File: src/rtl/pix_timing_gen.sv
// Raster timing generator: pixel coordinates, sync/data-enable and line/frame strobes.
// Optional 8-bit frame counter port is built when PIX_TIMING_FRAME_CNT_EN is defined.
module pix_timing_gen #(
    parameter int unsigned PIX_WIDTH = 12,
    parameter int unsigned H_DISP    = 1280,
    parameter int unsigned H_FPORCH  = 48,
    parameter int unsigned H_SYNC    = 112,
    parameter int unsigned H_BPORCH  = 248,
    parameter int unsigned V_DISP    = 1024,
    parameter int unsigned V_FPORCH  = 1,
    parameter int unsigned V_SYNC    = 3,
    parameter int unsigned V_BPORCH  = 38,
    parameter bit          HS_POL    = 1'b0,
    parameter bit          VS_POL    = 1'b0
) (
    input  logic                 clk_i,
    input  logic                 rst_i,
    input  logic                 en_i,
    output logic                 pix_hs_o,
    output logic                 pix_vs_o,
    output logic                 pix_de_o,
    output logic [PIX_WIDTH-1:0] pix_x_o,
    output logic [PIX_WIDTH-1:0] pix_y_o,
    output logic                 line_start_o,
    output logic                 frame_start_o
`ifdef PIX_TIMING_FRAME_CNT_EN
    ,
    output logic [7:0]           frame_cnt_o
`endif
);

    localparam int unsigned H_TOTAL      = H_DISP + H_FPORCH + H_SYNC + H_BPORCH;
    localparam int unsigned V_TOTAL      = V_DISP + V_FPORCH + V_SYNC + V_BPORCH;
    localparam int unsigned H_SYNC_START = H_DISP + H_FPORCH;
    localparam int unsigned H_SYNC_END   = H_SYNC_START + H_SYNC;
    localparam int unsigned V_SYNC_START = V_DISP + V_FPORCH;
    localparam int unsigned V_SYNC_END   = V_SYNC_START + V_SYNC;

    localparam logic [PIX_WIDTH-1:0] H_LAST = PIX_WIDTH'(H_TOTAL - 32'd1);
    localparam logic [PIX_WIDTH-1:0] V_LAST = PIX_WIDTH'(V_TOTAL - 32'd1);
    localparam logic [PIX_WIDTH-1:0] ONE    = PIX_WIDTH'(32'd1);

    if (H_DISP == 32'd0 || H_FPORCH == 32'd0 || H_SYNC == 32'd0 || H_BPORCH == 32'd0 ||
        V_DISP == 32'd0 || V_FPORCH == 32'd0 || V_SYNC == 32'd0 || V_BPORCH == 32'd0) begin : g_zero_param
        $error("pix_timing_gen: every timing parameter must be non-zero");
    end

    if (((H_TOTAL - 32'd1) >> PIX_WIDTH) != 32'd0 ||
        ((V_TOTAL - 32'd1) >> PIX_WIDTH) != 32'd0) begin : g_width_check
        $error("pix_timing_gen: H_TOTAL-1 or V_TOTAL-1 does not fit in PIX_WIDTH bits");
    end

    logic [PIX_WIDTH-1:0] h_cnt_r;
    logic [PIX_WIDTH-1:0] v_cnt_r;
    logic [PIX_WIDTH-1:0] h_nxt_s;
    logic [PIX_WIDTH-1:0] v_nxt_s;
    logic                 h_last_s;
    logic                 v_last_s;
    logic                 de_s;
    logic                 hs_act_s;
    logic                 vs_act_s;
    logic                 line_start_s;
    logic                 frame_start_s;

    // Next counter state and decoded outputs for the current (h,v) position.
    always_comb begin
        h_last_s      = (h_cnt_r == H_LAST);
        v_last_s      = (v_cnt_r == V_LAST);
        h_nxt_s       = h_cnt_r;
        v_nxt_s       = v_cnt_r;
        if (h_last_s) begin
            h_nxt_s = '0;
            if (v_last_s) begin
                v_nxt_s = '0;
            end else begin
                v_nxt_s = v_cnt_r + ONE;
            end
        end else begin
            h_nxt_s = h_cnt_r + ONE;
        end
        de_s          = (h_cnt_r < PIX_WIDTH'(H_DISP)) && (v_cnt_r < PIX_WIDTH'(V_DISP));
        hs_act_s      = (h_cnt_r >= PIX_WIDTH'(H_SYNC_START)) && (h_cnt_r < PIX_WIDTH'(H_SYNC_END));
        vs_act_s      = (v_cnt_r >= PIX_WIDTH'(V_SYNC_START)) && (v_cnt_r < PIX_WIDTH'(V_SYNC_END));
        line_start_s  = (h_cnt_r == '0);
        frame_start_s = line_start_s && (v_cnt_r == '0);
    end

    // Counters and output registers; everything holds while en_i is low.
    always_ff @(posedge clk_i or posedge rst_i) begin
        if (rst_i) begin
            h_cnt_r       <= '0;
            v_cnt_r       <= '0;
            pix_hs_o      <= ~HS_POL;
            pix_vs_o      <= ~VS_POL;
            pix_de_o      <= 1'b0;
            pix_x_o       <= '0;
            pix_y_o       <= '0;
            line_start_o  <= 1'b0;
            frame_start_o <= 1'b0;
        end else if (en_i) begin
            h_cnt_r       <= h_nxt_s;
            v_cnt_r       <= v_nxt_s;
            pix_hs_o      <= hs_act_s ? HS_POL : ~HS_POL;
            pix_vs_o      <= vs_act_s ? VS_POL : ~VS_POL;
            pix_de_o      <= de_s;
            pix_x_o       <= h_cnt_r;
            pix_y_o       <= v_cnt_r;
            line_start_o  <= line_start_s;
            frame_start_o <= frame_start_s;
        end
    end

`ifdef PIX_TIMING_FRAME_CNT_EN
    // Frame counter steps on the same edge that raises frame_start_o.
    always_ff @(posedge clk_i or posedge rst_i) begin
        if (rst_i) begin
            frame_cnt_o <= 8'd0;
        end else if (en_i && frame_start_s) begin
            frame_cnt_o <= frame_cnt_o + 8'd1;
        end
    end
`endif

endmodule
File: config.mk
export PLATFORM = sky130hd
export DESIGN_NAME = pix_timing_gen
export DESIGN_NICKNAME = d
export VERILOG_FILES = /design/src/rtl/pix_timing_gen.sv
export SDC_FILE = /design/constraint.sdc
export NUM_CORES = 1
export LEC_CHECK = 0
export ABC_AREA = 1
export ABC_CLOCK_PERIOD_IN_PS = 2000
export BUFFER_PORTS_ARGS = -buffer_cell sky130_fd_sc_hd__buf_4
export CAP_MARGIN = 0
export CELL_PAD_IN_SITES_DETAIL_PLACEMENT = 1
export CELL_PAD_IN_SITES_GLOBAL_PLACEMENT = 1
export CORE_ASPECT_RATIO = 1.1
export CORE_UTILIZATION = 43
export CTS_CLUSTER_DIAMETER = 200
export CTS_CLUSTER_SIZE = 30
export DETAILED_ROUTE_END_ITERATION = 8
export PLACE_DENSITY = 0.9
export SLEW_MARGIN = 20
export SYNTH_ARGS = -nofsm -noshare
export SYNTH_HDL_FRONTEND = slang
export SYNTH_SLANG_ARGS = --single-unit
File: constraint.sdc
create_clock -name clk_i -period 2 [get_ports clk_i]
set_input_delay 0.6 -clock clk_i [delete_from_list [all_inputs] [get_ports clk_i]]
set_output_delay 0.6 -clock clk_i [all_outputs]
set_load 0.02 [all_outputs]
-- After elaboration in Yosys (flattened, before gate mapping)
Index checks and enable logic that the tools add are counted.
- $lt $le $gt $ge: 6
- muxes and demuxes: 4
- equality and inequality tests: 2
- reduce and logical (&&, ||, !) cells: 7
- $add $sub $neg: 2
- operator list (kind ; number):
    $lt 12x11->1 const B ; 4
    $add 12x1->12 const B ; 2
    $eq 12x11->1 const B ; 2
    $ge 12x11->1 const B ; 2
    $logic_not 12->1 ; 2
    $mux 12 ; 2
    $logic_and 1x1->1 ; 4
    $mux 1 ; 2
    $reduce_and 2->1 ; 1
- bits of input ports: 3
- flip-flop bits (word level): 53
- logic and storage cells: 30

-- Depth between registers and ports, before layout
- depth in word-level cells: 3
- mapped depth: 9
- gate-level depth less buffers: 8

-- Worst setup path after synthesis
No wires, ideal clock.
- path type: input-to-reg
- from: input en_i
- to: register h_cnt_r[5]
- arrival time: 1.259 ns
- path slack: 0.623 ns
- path buffers: 1
- cell stages on the path: 7
- library setup time: 0.118 ns
- cells stage by stage: buf_4 > nand2_1 > nor2_1 > nand2_1 > nor2_1 > xor2_1 > inv_1
- RTL lines (element ; line ; source):
    from (decl) ; 18 ; input logic en_i,
    to (signal assigned) ; 101 ; h_cnt_r <= h_nxt_s;
    to (decl) ; 53 ; logic [PIX_WIDTH-1:0] h_cnt_r;

-- Final worst setup path
- from: register pix_vs_o
- to: output pix_vs_o
- RTL lines (element ; line ; source):
    from (decl) ; 20 ; output logic pix_vs_o,
    from (signal assigned) ; 94 ; pix_vs_o <= ~VS_POL;
    from (signal assigned) ; 104 ; pix_vs_o <= vs_act_s ? VS_POL : ~VS_POL;
No word-level cell between the ends.

==> key figures <==
Critical path
  – CP max FO: 2
  – Worst reg2reg path endpoint: h_cnt_r[4]
  – WP data required: 1.40 ns
  – Buf/Inv on CP: 1
  – Worst Setup Path Type: flip-flop to output pin
  – Startpoint types: flip-flop
  – WP data arrival: 1.00 ns
  – Worst path slowest cell: dfstp_2
  – Cell breakdown of the critical path: buf_4
  – Slowest stage delay, CP: 0.55 ns
  – Worst R2R Setup Slack: 0.43 ns
  – Critical Path End Type: output pin
  – Worst Setup SP: pix_vs_o
  – Top delay family on crit path: flip-flops
  – Worst r2r src: h_cnt_r[1]
  – R2R depth: 6

Timing
  – Fin crit period: 1.60 ns
  – Fmax: 623 MHz
  – Slew of the pin with the lowest slew margin: 0.452 ns
  – Final Hold Vio Count: 0
  – RSZ-0062 raised after global routing: false
  – TNS Setup: 0 ns
  – Fin. max-slew vios: 0
  – Final WS setup: 0.396 ns
  – Relative slew slack: 69.6%
  – Fin Clk Skew: 0.00870 ns
  – Fin crit share: 80.2%
  – Final setup viols: 0

Clocking
  – CTS HTree Levels: 2
  – Clk root buf: clkbuf_8
  – # clock sinks: 53
  – Resize count post-CTS: 0
  – Clk Latency, worst-skew pair: 0.31 ns
  – Hold buffers post-CTS: 0
  – # Post-CTS Setup Buffers: 0
  – CTS buffer count: 5
  – CTS tree: done
  – Clock Path Buffers: 2
  – Worst-path clk slew: 0.10 ns

Floorplanning
  – Chip height: 85.0 um
  – Placement Rows: 29
  – Core area: 5910 um^2
  – Overall die width: 77.4 um
  – Die area: 6580 um^2
  – I/O Pins: 32
  – Initial Util: 45.5%

Finish
  – Post-Layout Cell Count: 449
  – Nets: 379
  – Post-route cell area: 3150 um^2
  – Core Util, Final: 53.2%
  – Antenna Cells: 0
  – FILL cells: 752
  – Share of cells above drive strength 1: 17.5%
  – P&R area growth vs syn: 16.9%

Yosys
  – Syn nets: 344
  – Unique masters post-synth: 29
  – EDFF count, synth: 0
  – Sequential share of the synthesized area: 49.4%
  – Asr flop ratio synth: 100%
  – Synthesized area per cell: 8.01 um^2
  – Ys Warns: 0
  – Seq cells post-synth: 53
  – Main synth FF type: dfrtp_1
  – Syn Inst Count: 336
  – Synthesized cell area: 2690 um^2

Global route
  – Vias in the first global route: 2600
  – First-pass GRT wire length: 12400 um
  – Initial antenna violation count: 0
  – Largest net degree at the start of global routing: 35
  – Grt ovf: 0
  – Gr usage total: 24.4%

Power and ir drop
  – Lkg Pwr: 0.00158 uW
  – Maximum VDD drop: 0.000458 V
  – Pwr per Cell Area: 921 nW/um^2

Placed design
  – Placer congestion estimate: 0.876
  – IO buf count: 31
  – Pre-CTS setup slack: 0.350 ns
  – HPWL after detailed placement: 5390 um
  – Placed cells: 441
  – Area after DPL: 3030 um^2

Route
  – Final antenna-violating net count: 0
  – Via-per-instance ratio: 5.29
  – DR iter-0 viols: 92
  – DRC Markers: 0
  – DR WL/cell: 16.1 um
  – First-pass DRT Iterations: 4
  – DR vias: 2377
  – Routed WL: 7210 um

Worst hold path
  – Min-Delay Path Class: input pin to asynchronous set/reset pin

Job
  – Max-cap violations: 0

Run status
  – Outcome: finished clean
## power by group
group | internal [uW] | total [uW] | switching (uW)
Clock | 407 | 771 | 364
Sequential | 1220 | 1410 | 185
Combinational | 245 | 716 | 471
Total | 1880 | 2900 | 1020
## through the flow
step / hold slack [ns] / power, uW
6_report: 0.144 / 2900
5_1_grt: 0.138 / 3050
4_1_cts: 0.136 / 2930
3_5_place_dp: 0.468 / 2150
3_3_place_gp: 0.459 / 2100
2_1_floorplan: 0.499 / 1860
## registers in the layout (all words and copies together), names as in the netlist
name / count
h_cnt_r: 12
frame_start_o: 1
pix_vs_o: 1
pix_de_o: 1
pix_x_o: 12
v_cnt_r: 12
pix_hs_o: 1
pix_y_o: 12
line_start_o: 1
## per-layer routing
layer | vias up | wire length, um | global-route usage (%)
met5 | - | 0 | 0
met4 | 0 | 112 | 9.26
met3 | 12 | 217 | 3.98
met2 | 44 | 3730 | 43.2
met1 | 1187 | 3160 | 29.7
li1 | 1134 | - | -
## cell families (layout without fill, tap and decap cells)
logic type      after synthesis  after routing  share of synthesized area (%)
compound gates               31             31                           6.19
xor+xnor                     10             10                           3.26
fa+ha+maj                     5              5                           2.33
buf+inv                      43             79                           6.51
flops                        53             53                           49.4
simple gates                194            194                           32.3
## Yosys cell counts, types with 4 or more instances
library cell	count	share of area [%]
nand2_1	112	16
dfrtp_1	51	47
nor2_1	30	4.2
inv_1	27	3.8
nand3_1	26	4.8
o21ai_0	19	3.5
xor2_1	10	3.3
inv_2	8	1.1
nand4_1	8	1.9
nor3_1	7	1.3
ha_1	5	2.3
o21ai_1	5	0.93
nor2_4	4	1.7
## placed cells by master, fill, tap and decap left out, drive strengths merged, types with 5 or more instances in the layout
cell type    n
dfrtp       51
buf         36
nand2      114
inv         35
xor2        10
clkbuf       6
nand4        9
nor2        34
o21ai       25
nand3       27
nor3         8
ha           5
## worst max-delay path by stage
stage                               end  slack (ns)  depth (start not counted)
final                          pix_vs_o        0.40                          1
after global routing         h_cnt_r[4]        0.29                          6
after CTS                      pix_vs_o        0.38                          1
after detailed placement    h_cnt_r[10]        0.35                          7
after global placement       h_cnt_r[5]        0.41                          7
after floorplan           frame_start_o        0.12                          1
## area by class of cell
cell class	instances	area [um^2]	share of cell area, %
clock buffers	6	82.6	2.63
clock inverters	2	37.5	1.19
inverters	35	131	4.18
multi-input cells	240	1190	37.7
flip-flops and latches	53	1330	42.2
well taps	77	96.3	3.06
repair buffers	36	283	8.99
Power figures use the tool's default switching activity.
